**src/rtl/vtg_pkg.sv**
```systemverilog
// Shared timing defaults, pixel type helpers and colour-bar table for the
// video timing generator.
`timescale 1ns/1ps
package vtg_pkg;

    localparam int unsigned CNT_W     = 11;
    localparam int unsigned MAX_TOTAL = 2048;

    localparam int unsigned DEF_H_ACTIVE = 640;
    localparam int unsigned DEF_H_FP     = 16;
    localparam int unsigned DEF_H_SYNC   = 96;
    localparam int unsigned DEF_H_BP     = 48;
    localparam int unsigned DEF_V_ACTIVE = 480;
    localparam int unsigned DEF_V_FP     = 10;
    localparam int unsigned DEF_V_SYNC   = 2;
    localparam int unsigned DEF_V_BP     = 33;

    typedef logic [23:0] pixel_t;

    function automatic int unsigned axis_total(
        input int unsigned act,
        input int unsigned fp,
        input int unsigned sw,
        input int unsigned bp
    );
        return act + fp + sw + bp;
    endfunction

    function automatic int unsigned h_total_def();
        return axis_total(DEF_H_ACTIVE, DEF_H_FP, DEF_H_SYNC, DEF_H_BP);
    endfunction

    function automatic int unsigned v_total_def();
        return axis_total(DEF_V_ACTIVE, DEF_V_FP, DEF_V_SYNC, DEF_V_BP);
    endfunction

    function automatic logic [7:0] red_of(input pixel_t p);
        return p[23:16];
    endfunction

    function automatic logic [7:0] green_of(input pixel_t p);
        return p[15:8];
    endfunction

    function automatic logic [7:0] blue_of(input pixel_t p);
        return p[7:0];
    endfunction

    localparam pixel_t COLOR_BARS [8] = '{
        24'hFFFFFF, 24'hFFFF00, 24'h00FFFF, 24'h00FF00,
        24'hFF00FF, 24'hFF0000, 24'h0000FF, 24'h000000
    };

endpackage

```
**src/rtl/vtg_axis_counter.sv**
```systemverilog
// Wrapping raster axis counter with active-region and sync-window decode.
`timescale 1ns/1ps
import vtg_pkg::*;

module vtg_axis_counter #(
    parameter int unsigned ACTIVE     = 640,
    parameter int unsigned SYNC_START = 656,
    parameter int unsigned SYNC_END   = 752,
    parameter int unsigned TOTAL      = 800
) (
    input  logic             clk,
    input  logic             rst,
    input  logic             en,
    output logic [CNT_W-1:0] cnt,
    output logic             wrap,
    output logic             active,
    output logic             sync
);

    assign wrap   = en && (32'(cnt) == TOTAL - 1);
    assign active = 32'(cnt) < ACTIVE;
    assign sync   = (32'(cnt) >= SYNC_START) && (32'(cnt) < SYNC_END);

    always_ff @(posedge clk or posedge rst) begin
        if (rst) begin
            cnt <= '0;
        end else if (en) begin
            cnt <= wrap ? '0 : cnt + 11'd1;
        end
    end

endmodule

```
**src/rtl/video_timing_gen.sv**
```systemverilog
// Raster timing + pixel fetch pipeline feeding the TMDS encoders.
// Define VTG_TESTPATTERN_EN to replace PixData with 8 vertical colour bars.
`timescale 1ns/1ps
import vtg_pkg::*;

module video_timing_gen #(
    parameter int unsigned H_ACTIVE  = DEF_H_ACTIVE,
    parameter int unsigned H_FP      = DEF_H_FP,
    parameter int unsigned H_SYNC    = DEF_H_SYNC,
    parameter int unsigned H_BP      = DEF_H_BP,
    parameter int unsigned V_ACTIVE  = DEF_V_ACTIVE,
    parameter int unsigned V_FP      = DEF_V_FP,
    parameter int unsigned V_SYNC    = DEF_V_SYNC,
    parameter int unsigned V_BP      = DEF_V_BP,
    parameter bit          HSYNC_POL = 1'b0,
    parameter bit          VSYNC_POL = 1'b0
) (
    input  logic        PixClk,
    input  logic        Reset,
    output logic        ReqValid,
    output logic [10:0] ReqX,
    output logic [10:0] ReqY,
    input  logic [23:0] PixData,
    output logic        DE,
    output logic        HSync,
    output logic        VSync,
    output logic [7:0]  Red,
    output logic [7:0]  Green,
    output logic [7:0]  Blue,
    output logic        FrameStart
);

    localparam int unsigned H_TOTAL = axis_total(H_ACTIVE, H_FP, H_SYNC, H_BP);
    localparam int unsigned V_TOTAL = axis_total(V_ACTIVE, V_FP, V_SYNC, V_BP);

    if (H_TOTAL > MAX_TOTAL || V_TOTAL > MAX_TOTAL) begin : g_bad_timing
        $error("video_timing_gen: H_TOTAL/V_TOTAL exceed 11-bit counters");
    end

    logic [CNT_W-1:0] h_cnt, v_cnt;
    logic h_wrap, v_wrap, h_act, v_act, h_sync, v_sync;
    logic origin, hs_d1, vs_d1, first_d1;
    pixel_t pix_src;

    vtg_axis_counter #(
        .ACTIVE(H_ACTIVE), .SYNC_START(H_ACTIVE + H_FP),
        .SYNC_END(H_ACTIVE + H_FP + H_SYNC), .TOTAL(H_TOTAL)
    ) u_h (
        .clk(PixClk), .rst(Reset), .en(1'b1),
        .cnt(h_cnt), .wrap(h_wrap), .active(h_act), .sync(h_sync)
    );

    vtg_axis_counter #(
        .ACTIVE(V_ACTIVE), .SYNC_START(V_ACTIVE + V_FP),
        .SYNC_END(V_ACTIVE + V_FP + V_SYNC), .TOTAL(V_TOTAL)
    ) u_v (
        .clk(PixClk), .rst(Reset), .en(h_wrap),
        .cnt(v_cnt), .wrap(v_wrap), .active(v_act), .sync(v_sync)
    );

    // High exactly while the counters sit at (0,0).
    always_ff @(posedge PixClk or posedge Reset) begin
        if (Reset) origin <= 1'b1;
        else       origin <= v_wrap;
    end

    always_ff @(posedge PixClk or posedge Reset) begin
        if (Reset) begin
            ReqValid <= 1'b0;
            ReqX     <= '0;
            ReqY     <= '0;
            hs_d1    <= 1'b0;
            vs_d1    <= 1'b0;
            first_d1 <= 1'b0;
        end else begin
            ReqValid <= h_act && v_act;
            if (h_act && v_act) begin
                ReqX <= h_cnt;
                ReqY <= v_cnt;
            end
            hs_d1    <= h_sync;
            vs_d1    <= v_sync;
            first_d1 <= origin;
        end
    end

`ifdef VTG_TESTPATTERN_EN
    localparam int unsigned BAR_W = H_ACTIVE / 8;

    logic [CNT_W-1:0] bar_px;
    logic [2:0]       bar_idx;
    logic             unused_pix;

    assign unused_pix = ^PixData;

    // Tracks the bar of the pixel currently requested in stage 1.
    always_ff @(posedge PixClk or posedge Reset) begin
        if (Reset) begin
            bar_px  <= '0;
            bar_idx <= '0;
        end else if (h_cnt == '0) begin
            bar_px  <= '0;
            bar_idx <= '0;
        end else if (h_act) begin
            if (32'(bar_px) == BAR_W - 1) begin
                bar_px  <= '0;
                bar_idx <= bar_idx + 3'd1;
            end else begin
                bar_px  <= bar_px + 11'd1;
            end
        end
    end

    assign pix_src = COLOR_BARS[bar_idx];
`else
    assign pix_src = PixData;
`endif

    always_ff @(posedge PixClk or posedge Reset) begin
        if (Reset) begin
            DE         <= 1'b0;
            Red        <= '0;
            Green      <= '0;
            Blue       <= '0;
            HSync      <= ~HSYNC_POL;
            VSync      <= ~VSYNC_POL;
            FrameStart <= 1'b0;
        end else begin
            DE         <= ReqValid;
            Red        <= ReqValid ? red_of(pix_src)   : 8'h00;
            Green      <= ReqValid ? green_of(pix_src) : 8'h00;
            Blue       <= ReqValid ? blue_of(pix_src)  : 8'h00;
            HSync      <= hs_d1 ~^ HSYNC_POL;
            VSync      <= vs_d1 ~^ VSYNC_POL;
            FrameStart <= first_d1;
        end
    end

endmodule

```
**config.mk**
```make
export PLATFORM = sky130hd
export DESIGN_NAME = video_timing_gen
export DESIGN_NICKNAME = d
export VERILOG_FILES = /design/src/rtl/vtg_pkg.sv /design/src/rtl/vtg_axis_counter.sv /design/src/rtl/video_timing_gen.sv
export SDC_FILE = /design/constraint.sdc
export NUM_CORES = 1
export LEC_CHECK = 0
export ABC_CLOCK_PERIOD_IN_PS = 2100
export CAP_MARGIN = 30
export CELL_PAD_IN_SITES_DETAIL_PLACEMENT = 1
export CELL_PAD_IN_SITES_GLOBAL_PLACEMENT = 2
export CORE_MARGIN = 4
export CORE_UTILIZATION = 28
export DETAILED_ROUTE_END_ITERATION = 10
export PLACE_DENSITY = 0.74
export RECOVER_POWER = 25
export SYNTH_ARGS = -nofsm -noshare
export SYNTH_HDL_FRONTEND = slang
export SYNTH_SLANG_ARGS = --single-unit
```
**constraint.sdc**
```tcl
create_clock -name PixClk -period 2.1 [get_ports PixClk]
set_input_delay 0.21 -clock PixClk [delete_from_list [all_inputs] [get_ports PixClk]]
set_output_delay 0.21 -clock PixClk [all_outputs]
set_load 0.01 [all_outputs]
```
# After elaboration in Yosys (flattened, before gate mapping)
# Cells that the tools add are included.
# totals
out_inout_bits	51
register_bits	77
inputBits	26
elab_cells	37
# classes
magnitude_cmp	6
add_sub_neg	2
mux	5
bitwise	2
eq_ne	2
reduce_logical	4
# op_table
op	count
$mux 8	3
$add 11x1->11 const B	2
$eq 11x10->1 const B	2
$lt 11x10->1 const B	2
$lt 11x9->1 const B	2
$mux 11	2
$ge 11x10->1 const B	1
$ge 11x9->1 const B	1
$logic_and 1x1->1	4
$not 1->1	2

# Longest topological paths before layout
# logic_depth
ltp_word	3
depth_mapped	6
depth_no_buf	6

# Cells and area by module
# From an unflattened synthesis, not the netlist that was laid out.
# hier_totals
hier_cells	231
hier_area_um2	3114.2
# modules_own_cells
module	seq_area_each_um2	cells_each	instances	area_each_um2
video_timing_gen	1380.1	111	1	1904.3
vtg_axis_counter at u_h	275.3	60	1	610.6
vtg_axis_counter at u_v	275.3	60	1	599.3

# Worst setup path after synthesis
# OpenSTA, ideal clock, no wires.
# synth_timing
path_kind	register -> register
start	register u_h.cnt[6]
end	register u_v.cnt[9]
t_required_ps	2019
arrival_ps	1836
path_stages_with_launch	6
synth_period_minus_slack_ps	1918
path_slack_ps	182
n_path_buf	1
setup_time_ps	81
cell_sequence	dfrtp_1 > or4b_1 > or3_4 > buf_6 > o31a_1 > a31oi_2
# synth_between
elab_chain_len	3
# synth_lines
item	line_no	text
start, declared	vtg_axis_counter.sv:14	output logic [CNT_W-1:0] cnt,
start signal, assigned	vtg_axis_counter.sv:28	cnt <= wrap ? '0 : cnt + 11'd1;
$eq 11x10->1 (*)	vtg_axis_counter.sv:20	assign wrap = en && (32'(cnt) == TOTAL - 1);
$logic_and 1x1->1	vtg_axis_counter.sv:20	
$mux 11	vtg_axis_counter.sv:28	
end signal, assigned	vtg_axis_counter.sv:28	
end, declared	vtg_axis_counter.sv:14	
# Every way passes the cells marked *; elsewhere a longest branch is shown, timed or not.
# A chain may end at the register's enable or synchronous reset.

# Final worst setup path
# layout_timing
start	register u_h.cnt[6]
end	register u_v.cnt[3]
# The elaborated chain is that of the path after synthesis.

==> out/metrics.csv <==
metric;value;unit
Startpoint Class;flip-flop;
period utilization;0.9387;
Cells after Synth;228;
CTS Buffer Depth;2;
gr usage total;0.1142;
drt total wl;6.301;mm
initial antenna violation count;0;
Core ar.;0.01028;mm^2
Peak Freq;507.3;MHz
Initial Utilization;0.2856;
Layout Utilization;0.3986;
crit path max fanout;11;
Worst Path Required;2.37;ns
DR vias/cell;4.428;
number of max-cap violations;0;
Nets;346;
average wire per standard cell;13.82;um
Tmin final;1.971;ns
Clk Latency, worst-skew pair;0.34;ns
Synth Area per Inst;12.87;um^2
Worst Path Buf+Inv;0;
overall die width;110.4;um
Slew @ Worst Pin;1.031;ns
Pint;2.176;mW
clock-pin slew of the registers on the worst-case setup and hold paths;0.08;ns
most common cell after layout, fill and taps aside;clkdlybuf4s50_1;
Mapped Area;0.002935;mm^2
vias in the first global route;2055;
Peak VDD IR;0.3770;mV
HPWL after DPL;4.551;mm
global route overflow;0;
slew margin rel.;0.3127;
ys async rst share;1.000;
Worst setup EP type;flip-flop;
sequential share of the synthesized area;0.6577;
largest net degree at the start of global routing;78;
Setup CP Type;reg -> reg;
DR DRC count;0;
clk sinks;77;
Routed Antenna Nets;0;
Inserted Clock Buffers;9;
total power;2.786;mW
Layout Skew;0.009844;ns
unique cell type count in the Yosys netlist;34;
HP Class;reg -> reg;
io pins;77;
cell family with most CP delay;simple AND/OR/NAND/NOR gates;
Leak Pwr;1.768;nW
WHS;0.3506;ns
number of cells on the worst hold path;1;
R2R setup slack;0.13;ns
Die ar.;0.01218;mm^2
Seq pwr share;0.542;
RSZ-0062 raised after global routing;no;
DRT iter0 DRCs;73;
die height;110.4;um
GP Congestion;0.7290;
Area growth, synth to finish;39.56;%
PostCTS Resize Cnt;0;
r2r startpoint;u_h.cnt[6]$_DFF_PP0_;
Post-synth EDFFs;0;
first-pass GRT wire length;10.50;mm
DR pass1 iterations;4;
port bufs;76;
Final Hold Fails;0;
CP max stage delay;0.55;ns
H-tree depth;3;
Worst R2R End;u_v.cnt[3]$_DFFE_PP0N_;
setup TNS;0;ns
Placed Cells;441;
hold wc startpoint;hs_d1$_DFF_PP0_;
diode count;0;
Final Max Tran Viols;0;
CTS tree;yes;
primary flip-flop cell chosen by synthesis mapping;dfrtp_1;
worst path cell trace;or4b_1, or3_4, or3_2, nand3_1;
power per cell area;680.1;mW/mm^2
highest-count cells in the layout ignoring fill and taps;75 x clkdlybuf4s50_1, 74 x dfrtp_1, 27 x and2_1, 16 x mux2_2, 13 x nand3_1;
worst endpoint data arrival time;2.25;ns
Root Buffer;clkbuf_8;
layout cells sized above 1;0.1563;
outcome;complete, no violations;
Rows;37;
# Post-CTS Setup Buffers;0;
slowest cell on the critical path;or4b_1;
logic gate share of total power;0.055;
Switch Pwr;0.6103;mW
Sw Share;0.2191;
Yosys reg bits;77;
Yosys warning count;0;
Mapped Nets;258;
vias;2019;
CTS Hold Bufs;0;
clock power share;0.402;
R2R cell count;4;
Final Non-Filler Cells;456;
Hold EP;HSync$_DFF_PP1_;
final setup fails;0;
-- synth_stat cells, drive strengths merged, types with 3 or more instances --
library cell,number,area [um^2]
nand3,13,65.06
ha,4,50.05
and3,3,18.77
dfstp,3,78.83
clkbuf,6,22.52
dfrtp,74,1852
nand4,5,31.28
and2,28,176.4
nand2,9,33.78
xnor2,6,52.55
nor3,4,20.02
o21ai,9,45.04
nor2,12,45.04
xor2,8,70.07
mux2,16,180.2
inv,9,33.78
-- worst max path at each step --
stage	slack (ns)	cells past startpoint	start	to
after global placement	0.18	4	u_h.cnt[6]$_DFF_PP0_	u_v.cnt[3]$_DFFE_PP0N_
after floorplan	0.18	5	u_h.cnt[6]$_DFF_PP0_	u_v.cnt[9]$_DFFE_PP0N_
after detailed placement	0.14	4	u_h.cnt[6]$_DFF_PP0_	u_v.cnt[3]$_DFFE_PP0N_
after CTS	0.11	4	u_h.cnt[6]$_DFF_PP0_	u_v.cnt[3]$_DFFE_PP0N_
after global routing	0.04	4	u_h.cnt[6]$_DFF_PP0_	u_v.cnt[3]$_DFFE_PP0N_
final	0.13	4	u_h.cnt[6]$_DFF_PP0_	u_v.cnt[3]$_DFFE_PP0N_
-- state kept, by name (all words and copies together), names as in the netlist --
signal	count
hs_d1	1
DE	1
Green	8
Blue	8
first_d1	1
vs_d1	1
Red	8
origin	1
HSync	1
ReqValid	1
VSync	1
ReqY	11
ReqX	11
u_h.cnt	11
u_v.cnt	11
FrameStart	1
-- cell families after synthesis --
kind of cell	share of synthesized area
AO/OA/AOI/OAI	0.02856
XOR/XNOR	0.04177
adder cells (fa/ha/maj)	0.01705
buffers and inverters	0.02472
flip-flops	0.6577
multiplexers	0.06138
AND/OR/NAND/NOR	0.1688
-- cell type report --
type                    count  area (um^2)
fillers                  1125         6181
flip-flops and latches     77         1931
inverters                   9        37.54
well taps                 136        170.2
clock buffers              10        137.6
clock inverters             5        60.06
repair buffers             85        828.3
multi-input cells         134        932.1
-- per-stage QoR --
step | setup WS (ns) | area (um^2)
after global placement | 0.1773 | 3911
after global routing | 0.03656 | 4096
after CTS | 0.1120 | 4109
after floorplan | 0.1823 | 2939
final | 0.1288 | 4096
after detailed placement | 0.1417 | 3911
-- power by group through the flow --
stage | Clock (mW) | Sequential, mW | Combinational, mW
floorplan | 0 | 1.55 | 0.0375
global placement | 0 | 1.54 | 0.161
detailed placement | 0 | 1.54 | 0.162
CTS | 1.18 | 1.51 | 0.163
global route | 1.25 | 1.51 | 0.170
finish | 1.12 | 1.51 | 0.154
-- routing by layer --
layer | up-vias | share of wire | global-route usage | wire length, um
met5 | - | 0 | 0 | 0
met4 | 0 | 0.013 | 0.03694 | 80
met3 | 7 | 0.11 | 0.06523 | 695
met2 | 57 | 0.46 | 0.1733 | 2923
met1 | 1012 | 0.41 | 0.1368 | 2602
li1 | 943 | - | - | -
(Power assumes the default switching activity.)
==> variant 1, RTL diff (config.mk and constraints unchanged) <==
The parameter `HSYNC_POL` goes from 1'b0 to 1'b1.
--- a/src/rtl/video_timing_gen.sv
+++ b/src/rtl/video_timing_gen.sv
@@ -12,7 +12,7 @@
     parameter int unsigned V_FP      = DEF_V_FP,
     parameter int unsigned V_SYNC    = DEF_V_SYNC,
     parameter int unsigned V_BP      = DEF_V_BP,
-    parameter bit          HSYNC_POL = 1'b0,
+    parameter bit          HSYNC_POL = 1'b1,
     parameter bit          VSYNC_POL = 1'b0
 ) (
     input  logic        PixClk,
Formal check against the unedited RTL: not equivalent (Yosys sat finds a counterexample within 4 cycles, from zero or initial values and one cycle with Reset high).
==> variant 1 against the original RTL <==
Cell area is 1.2% higher; final cell count is 0.44% lower; synthesized cell count is 0.44% lower; utilization is 0.051 points lower; sequential power hardly changed; power hardly changed; synthesized area is 2.9% higher; sequential cell count stayed put; critical path depth is 1 higher; via count is 0.30% lower; setup slack better by 0.073 ns; sequential share of layout area is 0.60 points lower; wire length is 5.6% higher; critical path type unchanged.
==> variant 1: results (changes against the original RTL) <==
INFO  pwr            intPower=2.173mW [was 2.176 mW]
INFO  final_layout   final_cells=454 [was 456]
INFO  worst_hold_path timing.hold.worst_endpoint=FrameStart$_DFF_PP0_ [was HSync$_DFF_PP1_]
INFO  pwr            power_leakage=1.806nW [was 1.768 nW]
INFO  synth          syn-num-nets=257 [was 258]
INFO  routing        met2RoutedLength=3066um [was 2923 um]
INFO  setup_path     cpMaxStageDelayCell=and4_1 [was or4b_1]
INFO  synth          yosys.cell_types.count=38 [was 34]
INFO  synth          synth_top_cells_by_count=dfrtp_1 (75), and2_1 (28), mux2_2 (17) [was dfrtp_1 (74), and2_1 (27), mux2_2 (16)]
INFO  placed_design  placed_cells_incl_taps=438 [was 441]
INFO  placed_design  half_perimeter_wire_length_after_detailed_placement=4714um [was 4551 um]
INFO  placed_design  routability_congestion_estimate_from_global_placement=0.7723 [was 0.7290]
INFO  routing        vias=2013 [was 2019]
INFO  final_layout   final.fill_count=1120 [was 1125]
INFO  setup_path     worst-endpoint-arrival=2.13ns [was 2.25 ns]
INFO  global_routing grt_pass1_wl=11280um [was 10500 um]
INFO  pwr            power-per-cell-area=671.9nW/um^2 [was 680.1 nW/um^2]
INFO  run_status     status=finished, final reports clean [unchanged]
INFO  synth          synth_area_leaders=dfrtp_1 (62%), mux2_2 (6.3%), and2_1 (5.8%) [was dfrtp_1 (63%), mux2_2 (6.1%), and2_1 (5.8%)]
INFO  routing        met3RoutedLength=644um [was 695 um]
INFO  final_layout   area_growth_from_synthesis_to_final_layout=37.34% [was 39.56%]
INFO  routing        drt-met1-wl=2868um [was 2602 um]
INFO  setup_path     setup.reg_to_reg.worst_slack=0.20ns [was 0.13 ns]
INFO  synth          post_synth_inst_count=227 [was 228]
INFO  placed_design  place_area=3959um^2 [was 3911 um^2]
INFO  global_routing grtUsageTotal=11.34% [was 11.42%]
INFO  setup_path     capture_point_of_the_worst_path=u_v.cnt[4]$_DFFE_PP0N_ [was u_v.cnt[3]$_DFFE_PP0N_]
INFO  routing        drt_iter0_markers=35 [was 73]
INFO  worst_hold_path hp-start=first_d1$_DFF_PP0_ [was hs_d1$_DFF_PP0_]
INFO  timing         max_clock_freq=526.8MHz [was 507.3 MHz]
INFO  setup_path     highest_cell_delay_on_the_worst_timing_path=0.52ns [was 0.55 ns]
INFO  placed_design  dp_slack=0.2354ns [was 0.1417 ns]
INFO  final_layout   final_layout_size_suffix_gt1_share=16.98% [was 15.63%]
INFO  global_routing gr-usage-met3=5.380% [was 6.523%]
INFO  pwr            irDropWorstVdd=0.2714mV [was 0.3770 mV]
INFO  global_routing global_route.usage.met2=16.27% [was 17.33%]
INFO  setup_path     worst_reg2reg_startpoint=u_h.cnt[0]$_DFF_PP0_ [was u_h.cnt[6]$_DFF_PP0_]
INFO  global_routing first_global_vias=2108 [was 2055]
INFO  setup_path     critPathMaxFanout=14 [was 11]
INFO  timing         worst-slew-pin-transition=1.049ns [was 1.031 ns]
variant 1: changes by cell type after synthesis, sizes merged, moves of 3 or more:
cell | before | now
o21ai | 9 | 6
mux2 | 16 | 20
nand2 | 9 | 5
buf | 2 | 7
clkbuf | 6 | 2
and4 | 2 | 5
variant 1: cell type report:
| type | instances | share of cell area [%] |
|---|---|---|
| sequential | 77 | 46.53 |
| tap | 136 | 4.104 |
| multi-input combinational | 134 | 24.02 |
| inverter | 7 | 0.7242 |
| clock inverter | 6 | 1.509 |
| timing repair buffer | 84 | 19.79 |
| clock buffer | 10 | 3.319 |
variant 1: cell families after synthesis:
group,Yosys count,share of synthesized area (%)
simple gates,85,17.78
flops,77,63.90
mux,20,7.584
buf+inv,16,3.108
xor+xnor,13,3.771
compound gates,12,2.196
fa+ha+maj,4,1.658
variant 1: worst max-delay path, delay by kind of cell, from the launching register on:
kind          cells  cell delay (ns)
mux               1             0.33
simple gates      3             0.85
fa+ha+maj         1             0.19
flops             1             0.41
==> variant 2, RTL diff (same settings) <==
Made on the original files. The output `Green` loses its register stage (`Green` becomes a continuous assignment).
--- a/src/rtl/video_timing_gen.sv
+++ b/src/rtl/video_timing_gen.sv
@@ -120,7 +120,6 @@
         if (Reset) begin
             DE         <= 1'b0;
             Red        <= '0;
-            Green      <= '0;
             Blue       <= '0;
             HSync      <= ~HSYNC_POL;
             VSync      <= ~VSYNC_POL;
@@ -128,7 +127,6 @@
         end else begin
             DE         <= ReqValid;
             Red        <= ReqValid ? red_of(pix_src)   : 8'h00;
-            Green      <= ReqValid ? green_of(pix_src) : 8'h00;
             Blue       <= ReqValid ? blue_of(pix_src)  : 8'h00;
             HSync      <= hs_d1 ~^ HSYNC_POL;
             VSync      <= vs_d1 ~^ VSYNC_POL;
@@ -136,5 +134,7 @@
         end
     end
 
+    assign Green = ReqValid ? green_of(pix_src) : 8'h00;
+
 endmodule
 
Formal check against the unedited RTL: not equivalent (Yosys sat finds a counterexample within 4 cycles, from zero or initial values and one cycle with Reset high).
==> variant 2 against the original RTL <==
Sequential cell count decreased by 8; power decreased by 2.7%; cell area decreased by 2.4%; fmax increased by 12%; sequential power decreased by 11%; wire length increased by 4.4%; synthesized area decreased by 2.6%; setup slack improved by 0.21 ns.
==> variant 2: results (changes against the original RTL) <==
INFO  routing        routed_wl=6579um [was 6301 um]
INFO  synth          synth_top_cells_by_count=dfrtp_1 (66), and2_1 (28), mux2_4 (14) [was dfrtp_1 (74), and2_1 (27), mux2_2 (16)]
INFO  placed_design  dp_slack=0.3906ns [was 0.1417 ns]
INFO  pwr            irDropWorstVdd=0.3439mV [was 0.3770 mV]
INFO  setup_path     ff2ff_path_depth=5 [was 4]
INFO  routing        wire_per_inst=14.88um [was 13.82 um]
INFO  timing         final.setup_skew=0.01149ns [was 0.009844 ns]
INFO  pwr            net-switching-power=571.4uW [was 610.3 uW]
INFO  global_routing first_global_vias=2080 [was 2055]
INFO  routing        vias=1920 [was 2019]
INFO  timing         hold-worst-slack=0.3531ns [was 0.3506 ns]
INFO  placed_design  routability_congestion_estimate_from_global_placement=0.7266 [was 0.7290]
INFO  synth          syn-mean-instance-area=13.06um^2 [was 12.87 um^2]
INFO  placed_design  half_perimeter_wire_length_after_detailed_placement=4822um [was 4551 um]
INFO  setup_path     worst-endpoint-arrival=1.55ns [was 2.25 ns]
INFO  global_routing grt_pass1_wl=10940um [was 10500 um]
INFO  worst_hold_path hp-start=vs_d1$_DFF_PP0_ [was hs_d1$_DFF_PP0_]
INFO  timing         worst-slew-pin-transition=0.7548ns [was 1.031 ns]
INFO  run_status     status=finished, final reports clean [unchanged]
INFO  synth          syn-num-nets=249 [was 258]
INFO  setup_path     worst_reg2reg_startpoint=u_v.cnt[6]$_DFFE_PP0N_ [was u_h.cnt[6]$_DFF_PP0_]
INFO  global_routing grtUsageTotal=11.80% [was 11.42%]
INFO  setup_path     worst_r2r_endpoint=ReqX[1]$_DFFE_PP0P_ [was u_v.cnt[3]$_DFFE_PP0N_]
INFO  global_routing grt_max_degree=23 [was 78]
INFO  placed_design  placed_cells_incl_taps=426 [was 441]
==> variant 2: worst max path at each step <==
stage          slack (ns)                  from                      end  cells past startpoint
3_3_place_gp         0.46  u_h.cnt[0]$_DFF_PP0_  u_v.cnt[10]$_DFFE_PP0N_                      5
4_1_cts              0.30    ReqValid$_DFF_PP0_                 Green[3]                      2
2_1_floorplan        0.16                 Reset        Blue[0]$_DFF_PP0_                      1
5_1_grt              0.23    ReqValid$_DFF_PP0_                 Green[1]                      2
3_5_place_dp         0.39  u_h.cnt[0]$_DFF_PP0_   u_v.cnt[8]$_DFFE_PP0N_                      5
6_report             0.34    ReqValid$_DFF_PP0_                 Green[3]                      2
==> variant 2: cell type report <==
type / count / area [um^2]
clock buffers: 11 / 141.4
clock inverters: 5 / 83.83
fillers: 1057 / 5864
inverters: 9 / 33.78
multi-input cells: 132 / 1036
flip-flops and latches: 69 / 1730
well taps: 133 / 166.4
repair buffers: 83 / 808.3
==> variant 2: logic make-up (layout without fill, tap and decap cells) <==
logic type               after synthesis  after routing  share of synthesized area, %
multiplexers                          18             18                         8.924
flip-flops                            69             69                         60.50
XOR/XNOR                              12             12                         3.675
AND/OR/NAND/NOR                       79             79                         18.02
AO/OA/AOI/OAI                         19             19                         3.850
adder cells (fa/ha/maj)                4              4                         1.750
buffers and inverters                 18            108                         3.280
==> variant 2: power groups by stage <==
stage	sequential, mW	combinational (mW)	clock, mW
floorplan	1.38	0.0400	0
global placement	1.37	0.161	0
detailed placement	1.37	0.163	0
CTS	1.35	0.163	1.24
global route	1.35	0.166	1.32
finish	1.35	0.150	1.21
==> variant 2: critical path, cell delays in order (launching register included) <==
cell	delay, ns
dfrtp_1	0.50
and2_1	0.19
clkdlybuf4s50_1	0.54
==> variant 2: layer usage <==
| layer | global-route usage [%] | part of all wire, % | vias up |
|---|---|---|---|
| met3 | 2.724 | 5.3 | 12 |
| li1 | - | - | 921 |
| met4 | 4.148 | 1.3 | 0 |
| met5 | 0 | 0 | - |
| met1 | 16.54 | 47 | 936 |
| met2 | 17.85 | 47 | 51 |
